--- src/rtl/tlb_ctrl.sv ---
// Translation sequencer in front of the TLB array: round-robin port arbitration,
// lookup, page-walk refill on miss, serialized full invalidation and saturating stats.
module tlb_ctrl #(
    parameter int ADDR = 64,
    parameter int PAGE = 12,
    parameter int PCID = 12,
    parameter int CNT  = 16
) (
    input  logic                 clk,
    input  logic                 rst_n,
    input  logic                 i_valid,
    output logic                 i_ready,
    input  logic [ADDR-1:0]      i_vaddr,
    input  logic [PCID-1:0]      i_pcid,
    input  logic                 d_valid,
    output logic                 d_ready,
    input  logic [ADDR-1:0]      d_vaddr,
    input  logic [PCID-1:0]      d_pcid,
    output logic                 rsp_valid,
    output logic                 rsp_id,
    output logic [ADDR-1:0]      rsp_paddr,
    output logic                 rsp_fault,
    output logic                 lk_valid,
    output logic [ADDR-PAGE-1:0] lk_vpn,
    output logic [PCID-1:0]      lk_pcid,
    input  logic                 lk_done,
    input  logic                 lk_hit,
    input  logic [ADDR-PAGE-1:0] lk_ppn,
    output logic                 walk_valid,
    output logic [ADDR-PAGE-1:0] walk_vpn,
    output logic [PCID-1:0]      walk_pcid,
    input  logic                 walk_done,
    input  logic                 walk_fault,
    input  logic [ADDR-PAGE-1:0] walk_ppn,
    output logic                 fill_en,
    output logic [ADDR-PAGE-1:0] fill_vpn,
    output logic [PCID-1:0]      fill_pcid,
    output logic [ADDR-PAGE-1:0] fill_ppn,
    input  logic                 flush_req,
    output logic                 tlb_inv,
    output logic                 flush_ack,
    output logic [CNT-1:0]       hit_cnt,
    output logic [CNT-1:0]       miss_cnt
);

    localparam int VPN = ADDR - PAGE;

    typedef enum logic [2:0] {
        IDLE   = 3'd0,
        LOOKUP = 3'd1,
        WALK   = 3'd2,
        FILL   = 3'd3,
        RESP   = 3'd4,
        FLUSH  = 3'd5
    } state_t;

    state_t          state_r;
    state_t          state_nxt_s;
    logic [VPN-1:0]  vpn_r;
    logic [VPN-1:0]  ppn_r;
    logic [PAGE-1:0] off_r;
    logic [PCID-1:0] pcid_r;
    logic            id_r;
    logic            fault_r;
    logic            last_d_r;
    logic            gnt_i_s;
    logic            gnt_d_s;
    logic            accept_s;
    logic            hs_s;
    logic [CNT-1:0]  hit_cnt_r;
    logic [CNT-1:0]  miss_cnt_r;

    function automatic logic [CNT-1:0] sat_inc(input logic [CNT-1:0] v);
        return (&v) ? v : v + {{(CNT-1){1'b0}}, 1'b1};
    endfunction

    // Round-robin grant; last_d_r resets to data so fetch wins the first tie
    always_comb begin
        gnt_i_s = 1'b0;
        gnt_d_s = 1'b0;
        if (i_valid && d_valid) begin
            gnt_i_s = last_d_r;
            gnt_d_s = ~last_d_r;
        end else begin
            gnt_i_s = i_valid;
            gnt_d_s = d_valid;
        end
    end

    assign accept_s = (state_r == IDLE) && !flush_req;
    assign i_ready  = accept_s && gnt_i_s;
    assign d_ready  = accept_s && gnt_d_s;
    assign hs_s     = accept_s && (i_valid || d_valid);

    // State register
    always_ff @(posedge clk) begin
        if (!rst_n) begin
            state_r <= IDLE;
        end else begin
            state_r <= state_nxt_s;
        end
    end

    // Next-state decode; flush takes precedence over new requests in IDLE
    always_comb begin
        state_nxt_s = state_r;
        case (state_r)
            IDLE: begin
                if (flush_req) begin
                    state_nxt_s = FLUSH;
                end else if (hs_s) begin
                    state_nxt_s = LOOKUP;
                end else begin
                    state_nxt_s = IDLE;
                end
            end
            LOOKUP: begin
                if (lk_done) begin
                    state_nxt_s = lk_hit ? RESP : WALK;
                end else begin
                    state_nxt_s = LOOKUP;
                end
            end
            WALK: begin
                if (walk_done) begin
                    state_nxt_s = walk_fault ? RESP : FILL;
                end else begin
                    state_nxt_s = WALK;
                end
            end
            FILL:    state_nxt_s = RESP;
            RESP:    state_nxt_s = IDLE;
            FLUSH:   state_nxt_s = IDLE;
            default: state_nxt_s = IDLE;
        endcase
    end

    // Request key capture at handshake and translation result capture
    always_ff @(posedge clk) begin
        if (!rst_n) begin
            vpn_r    <= {VPN{1'b0}};
            ppn_r    <= {VPN{1'b0}};
            off_r    <= {PAGE{1'b0}};
            pcid_r   <= {PCID{1'b0}};
            id_r     <= 1'b0;
            fault_r  <= 1'b0;
            last_d_r <= 1'b1;
        end else begin
            if (hs_s) begin
                vpn_r    <= gnt_d_s ? d_vaddr[ADDR-1:PAGE] : i_vaddr[ADDR-1:PAGE];
                off_r    <= gnt_d_s ? d_vaddr[PAGE-1:0] : i_vaddr[PAGE-1:0];
                pcid_r   <= gnt_d_s ? d_pcid : i_pcid;
                id_r     <= gnt_d_s;
                last_d_r <= gnt_d_s;
                fault_r  <= 1'b0;
            end
            if ((state_r == LOOKUP) && lk_done && lk_hit) begin
                ppn_r <= lk_ppn;
            end
            if ((state_r == WALK) && walk_done) begin
                fault_r <= walk_fault;
                if (!walk_fault) begin
                    ppn_r <= walk_ppn;
                end
            end
        end
    end

    // Saturating hit/miss statistics, counted once per completed lookup
    always_ff @(posedge clk) begin
        if (!rst_n) begin
            hit_cnt_r  <= {CNT{1'b0}};
            miss_cnt_r <= {CNT{1'b0}};
        end else if ((state_r == LOOKUP) && lk_done) begin
            if (lk_hit) begin
                hit_cnt_r <= sat_inc(hit_cnt_r);
            end else begin
                miss_cnt_r <= sat_inc(miss_cnt_r);
            end
        end
    end

    assign lk_valid   = (state_r == LOOKUP);
    assign lk_vpn     = vpn_r;
    assign lk_pcid    = pcid_r;
    assign walk_valid = (state_r == WALK);
    assign walk_vpn   = vpn_r;
    assign walk_pcid  = pcid_r;
    assign fill_en    = (state_r == FILL);
    assign fill_vpn   = vpn_r;
    assign fill_pcid  = pcid_r;
    assign fill_ppn   = ppn_r;
    assign rsp_valid  = (state_r == RESP);
    assign rsp_id     = rsp_valid & id_r;
    assign rsp_fault  = rsp_valid & fault_r;
    assign rsp_paddr  = (rsp_valid && !fault_r) ? {ppn_r, off_r} : {ADDR{1'b0}};
    assign tlb_inv    = (state_r == FLUSH);
    assign flush_ack  = (state_r == FLUSH);
    assign hit_cnt    = hit_cnt_r;
    assign miss_cnt   = miss_cnt_r;

endmodule

--- config.mk ---
export PLATFORM = sky130hd
export DESIGN_NAME = tlb_ctrl
export DESIGN_NICKNAME = d
export VERILOG_FILES = /design/src/rtl/tlb_ctrl.sv
export SDC_FILE = /design/constraint.sdc
export NUM_CORES = 1
export LEC_CHECK = 0
export CAP_MARGIN = 5
export CELL_PAD_IN_SITES_DETAIL_PLACEMENT = 0
export CELL_PAD_IN_SITES_GLOBAL_PLACEMENT = 1
export CORE_AREA = 3 3 236 238
export CTS_BUF_LIST = sky130_fd_sc_hd__clkbuf_4 sky130_fd_sc_hd__clkbuf_8
export DETAILED_ROUTE_END_ITERATION = 8
export DIE_AREA = 0 0 239 241
export DONT_BUFFER_PORTS = 1
export PLACE_DENSITY_LB_ADDON = 0.15
export SETUP_SLACK_MARGIN = 0.2
export SLEW_MARGIN = 30
export SYNTH_ARGS = -nofsm -noshare
export SYNTH_HDL_FRONTEND = slang
export SYNTH_SLANG_ARGS = --single-unit
--- constraint.sdc ---
create_clock -name clk -period 5.7 [get_ports clk]
set_input_delay 1.71 -clock clk [delete_from_list [all_inputs] [get_ports clk]]
set_output_delay 1.71 -clock clk [all_outputs]
set_load 0.01 [all_outputs]
==> results.toml <==
[synthesis]
synthArstFlopShare_pct = 0
synth_flop_cell = "dfxtp_1"
yosysUniqueCellTypes = 43
synth_area_um2 = 8910
synth_edf_count = 0
yosysSeqAreaShare_pct = 37.3
ys_ff_latch = 166
ys_warn_count = 0
synthesis.nets = 1337
synth.avg_cell_area_um2 = 8.32
synth_cells = 1070

[pwr]
peakVddDrop_mv = 0.147
power_density_nw_per_um2 = 303
p_total_mw = 2.75
leakage_nw = 2.81

[outcome]
outcome = "completed"

[grt]
gr-usage-met2_pct = 20.3
top_usage_layer = "met2"
gr-usage-all-layers_pct = 11.9
grtUsageMet3_pct = 4.50
first_global_vias = 6952
grt_start_max_net_pins = 122
grt_overflow = 0
antenna_found_initial = 5
grt_pass1_wl_um = 49800
grtUsageMet1_pct = 13.1

[critical_path]
r2r_end = "fill_ppn[16]"
cp.required_ps = 3990
critPathArrivalTime_ps = 3110
worst_setup_path_start_kind = "register"
cp_max_fo = 40
end_kind = "output pin"
reg2reg_slack_ps = 3180
crit_start = "state_r[2]"
critical_path.endpoint = "rsp_paddr[31]"
worst-setup-path-type = "register to output pin"
reg2reg_from = "state_r[2]"
worstRegToRegCells = 5

[sta]
tns_ps = 0
fin_worst_skew_ps = 12.8
tightest_slew_ps = 804
period_share_pct = 84.5
grt_setup_unrepaired = "false"
hold_violations = 0
slew_headroom_pct = 46.2
max_freq_mhz = 208
period_minus_slack_ps = 4820
drv_slew = 0
setup_viol = 0

[floorplan]
io_pins = 615
die_y_um = 241
num_rows = 85
core_um2 = 53800
start_util_pct = 16.6
die_area_um2 = 57600
die_x_um = 239

[detailed_routing]
drtAntennaViolNets = 0
viasPerCell = 4.37
firstDrtPassIters = 4
vias = 7007
drc = 0
wl_um = 36000
avgRoutedWirePerCell_um = 22.5
initialDrtViolationCount = 339

[finish]
fin_nets = 1156
final_common_cell = "dfxtp_1"
drive_gt1_share_pct = 5.65
mostFrequentLayoutCells = "dfxtp_1 (166), nor2_1 (131), nand2_1 (125)"
syn_to_final_growth_pct = 1.85

[clocking]
cts_tree = "done"
htreeDepth = 4
cts_num_sinks = 166
tritoncts.num_buffers = 17
cts_buffer_depth = 2
clock_latency_ps = 540
clk_pin_slew_worst_paths_ps = 90
postCtsSetupBuffers = 0
root_buffer = "clkbuf_8"
cts-resized-gates = 0
holdBufCountCts = 0

[placed_design]
post-dp-hpwl_um = 26600
gpl.final_weighted_congestion = 0.724
port-buffer-count = 0

[min_path]
hp-class = "register to register"
hp-start = "id_r"

[flow_run]
drv_cap = 0
-- flip-flops by register name, indices dropped and copies added, names as in the netlist --
signal / count
fill_ppn: 52
fill_vpn: 52
hit_cnt: 16
miss_cnt: 16
fill_pcid: 12
off_r: 12
state_r: 3
fault_r: 1
id_r: 1
last_d_r: 1
-- stage by stage --
step | instances | hold WS, ps | cell area (um2) | setup slack, ps | util, %
after floorplan | 1070 | 432 | 8910 | 1220 | -
after global placement | 1566 | 487 | 8610 | 1440 | 16.0
after detailed placement | 1566 | 459 | 8610 | 1360 | 16.0
after CTS | 1598 | 475 | 9060 | 691 | 16.8
after global routing | 1602 | 494 | 9070 | 579 | 16.9
final | 1602 | 485 | 9070 | 884 | 16.9
-- kinds of logic after synthesis --
kind of cell / after synthesis / synth area share, %
AO/OA/AOI/OAI: 195 / 16.1
adder cells (fa/ha/maj): 2 / 0.281
buffers and inverters: 218 / 15.2
flip-flops: 166 / 37.3
multiplexers: 79 / 8.88
AND/OR/NAND/NOR: 410 / 22.3
-- Yosys cell counts (2+ instances only) --
library cell,number,area share (%)
dfxtp_1,166,37
nor2_1,131,5.5
buf_4,129,11
nand2_1,126,5.3
mux2i_1,79,8.9
a211oi_1,77,6.5
and2_1,67,4.7
a311oi_1,52,5.1
clkbuf_1,43,1.8
buf_2,38,2.1
a21oi_1,31,1.7
o31ai_1,19,1.6
or4_1,18,1.5
nand3_1,13,0.73
nand4_1,10,0.70
inv_1,8,0.34
and4_1,7,0.69
o21ai_0,7,0.39
or3_1,6,0.42
nand2b_1,5,0.35
nor3_1,5,0.28
nor3b_1,5,0.42
nor4_1,4,0.28
and3_1,2,0.14
ha_1,2,0.28
o21a_1,2,0.17
o41ai_1,2,0.20
-- layer usage --
metal	part of all wire, %	up-vias	routed length [um]
li1	-	3307	-
met1	39	3261	14000
met2	49	396	17800
met3	8.5	43	3070
met4	3.2	0	1150
met5	0	-	0
-- power by group --
part           leakage [nW]  switching [mW]  internal [mW]
sequential             1.35           0.204           1.23
combinational          1.23           0.180          0.108
clock                 0.220           0.520          0.505
total                  2.81           0.904           1.85
-- worst max-delay path, cell delays in order, from the launching register on --
cell,delay (ps)
dfxtp_1,480
nor3b_1,620
nor2b_4,780
buf_4,420
and2_1,250
-- worst min path at each step --
stage,end,depth (start not counted),slack (ps)
after global routing,id_r,2,490
after CTS,id_r,2,480
after detailed placement,id_r,2,460
after global placement,id_r,2,490
after floorplan,id_r,2,430
final,id_r,2,480
-- layout make-up --
| class | count | area [um2] |
|---|---|---|
| Antenna cell | 4 | 10.0 |
| Sequential cell | 166 | 3320 |
| Tap cell | 696 | 871 |
| Fill cell | 6046 | 44700 |
| Multi-Input combinational cell | 686 | 4260 |
| Clock inverter | 13 | 191 |
| Inverter | 8 | 35.0 |
| Timing Repair Buffer | 10 | 116 |
| Clock buffer | 19 | 262 |
Note: power is estimated with default switching activity, not from simulation.
==> variant (config.mk and constraints unchanged) <==
Re-encode `state_t` (6 states) as Gray code, 3 bits wide.
--- a/src/rtl/tlb_ctrl.sv
+++ b/src/rtl/tlb_ctrl.sv
@@ -47,10 +47,10 @@
 
     typedef enum logic [2:0] {
-        IDLE   = 3'd0,
-        LOOKUP = 3'd1,
-        WALK   = 3'd2,
-        FILL   = 3'd3,
-        RESP   = 3'd4,
-        FLUSH  = 3'd5
+        IDLE   = 3'b000,
+        LOOKUP = 3'b001,
+        WALK   = 3'b011,
+        FILL   = 3'b010,
+        RESP   = 3'b110,
+        FLUSH  = 3'b111
     } state_t;
 
Function: same outputs for any inputs over 4 cycles, from zero or initial values and one cycle with rst_n low; so few cycles prove little.
==> variant against the original RTL <==
- core utilization is 0.079 points lower
- register-to-register slack worse by 0.27 ns
- area after synthesis is 0.63% lower
- power is 1.1% lower
- worst setup slack better by 0.46 ns
- sequential cell count stayed put
- final area is 0.47% lower
- routed wire length is 3.6% higher
- non-clock buffer count is 3 higher
- critical path depth is 1 higher
==> variant: results (changes against the original RTL) <==
yosys:
  muxShareOfSynthArea_pct: 9.726  # +0.85 points
  synth_fa_ha_area_share_pct: 0.2827  # +0.0018 points
  ys_types: 41  # -4.7%
  syn_nets: 1339  # +0.15%
  synth.avg_cell_area_um2: 8.257  # -0.82%
  synth_top_cells_by_count: "dfxtp_1 (166), nor2_1 (135), nand2_1 (131), buf_4 (130), mux2i_1 (86)"
  synth_area_leaders: "dfxtp_1 (38%), buf_4 (11%), mux2i_1 (9.7%)"
  yosysSeqAreaShare_pct: 37.55  # +0.24 points
placement:
  dp_cells: 1573  # +0.45%
  pre_cts_ws_ns: 1.486  # +0.1239 ns
  hpwl_um: 28540  # +7.3%
  postPlaceCellArea_um2: 8648  # +0.49%
  gp_congestion: 0.7307  # +0.95%
cells_and_area:
  num_antenna_cells: 0  # -4
  final_nets: 1163  # +0.61%
route:
  dr_wl_met2_um: 18280  # +2.7%
  wl_met1_um: 14460  # +3.1%
  route.met3.wl_um: 3599  # +17%
  dr_total_vias: 7076  # +0.98%
  routedWlPerCell_um: 23.27  # +3.4%
  drt_iter0_markers: 317  # -6.5%
  dr.pass1.iters: 5  # +1
  vias_per_cell: 4.409  # +0.80%
setup_path:
  reg2reg_depth: 6  # +1
  slowest_delay_ns: 0.53  # -0.25 ns
  crit_arrival_ns: 2.64  # -0.47 ns
power:
  pg_clk_uw: 859  # -16%
  powerComb_uw: 350  # +22%
  power_switching_uw: 979.5  # +8.3%
  p_leak_uw: 0.002799  # -0.33%
  ir_worst_vdd_uv: 146.5  # -0.11%
global_route:
  grt_max_degree: 75  # -39%
  grt_pass1_vias: 6934  # -0.26%
  grtUsageMet1_pct: 13.52  # +0.38 points
  antenna_found_initial: 1  # -4
  met3_usage_pct: 5.154  # +0.65 points
  grt_use_total_pct: 12.28  # +0.41 points
  grt_pass1_wl_um: 50770  # +2.0%
  gr-usage-met2_pct: 20.98  # +0.66 points
sta:
  slew-limit-headroom_pct: 36.86  # -9.3 points
status:
  status: "finished, final reports clean"
[variant: tightest hold or removal path, cell delays in order, from the launching register on]
cell and delay [ns]:
dfxtp_1 0.32, nand2_1 0.05, a21oi_1 0.05
[variant: final cells by class]
| class | count | area share, % |
|---|---|---|
| multi-input cells | 687 | 47.22 |
| flip-flops and latches | 166 | 36.80 |
| well taps | 696 | 9.644 |
| clock buffers | 22 | 3.284 |
| repair buffers | 13 | 1.760 |
| clock inverters | 10 | 0.8037 |
| inverters | 11 | 0.4850 |
[variant: final timing paths]
| check | from | end | slack, ns |
|---|---|---|---|
| worst min register to register | id_r$_SDFFE_PN0P_ | id_r$_SDFFE_PN0P_ | 0.47 |
| worst max register to register | state_r[0]$_SDFF_PN0_ | hit_cnt[3]$_SDFFE_PN0P_ | 2.91 |
| worst min-delay path | id_r$_SDFFE_PN0P_ | id_r$_SDFFE_PN0P_ | 0.47 |
| worst max-delay path | state_r[1]$_SDFF_PN0_ | rsp_paddr[54] | 1.35 |
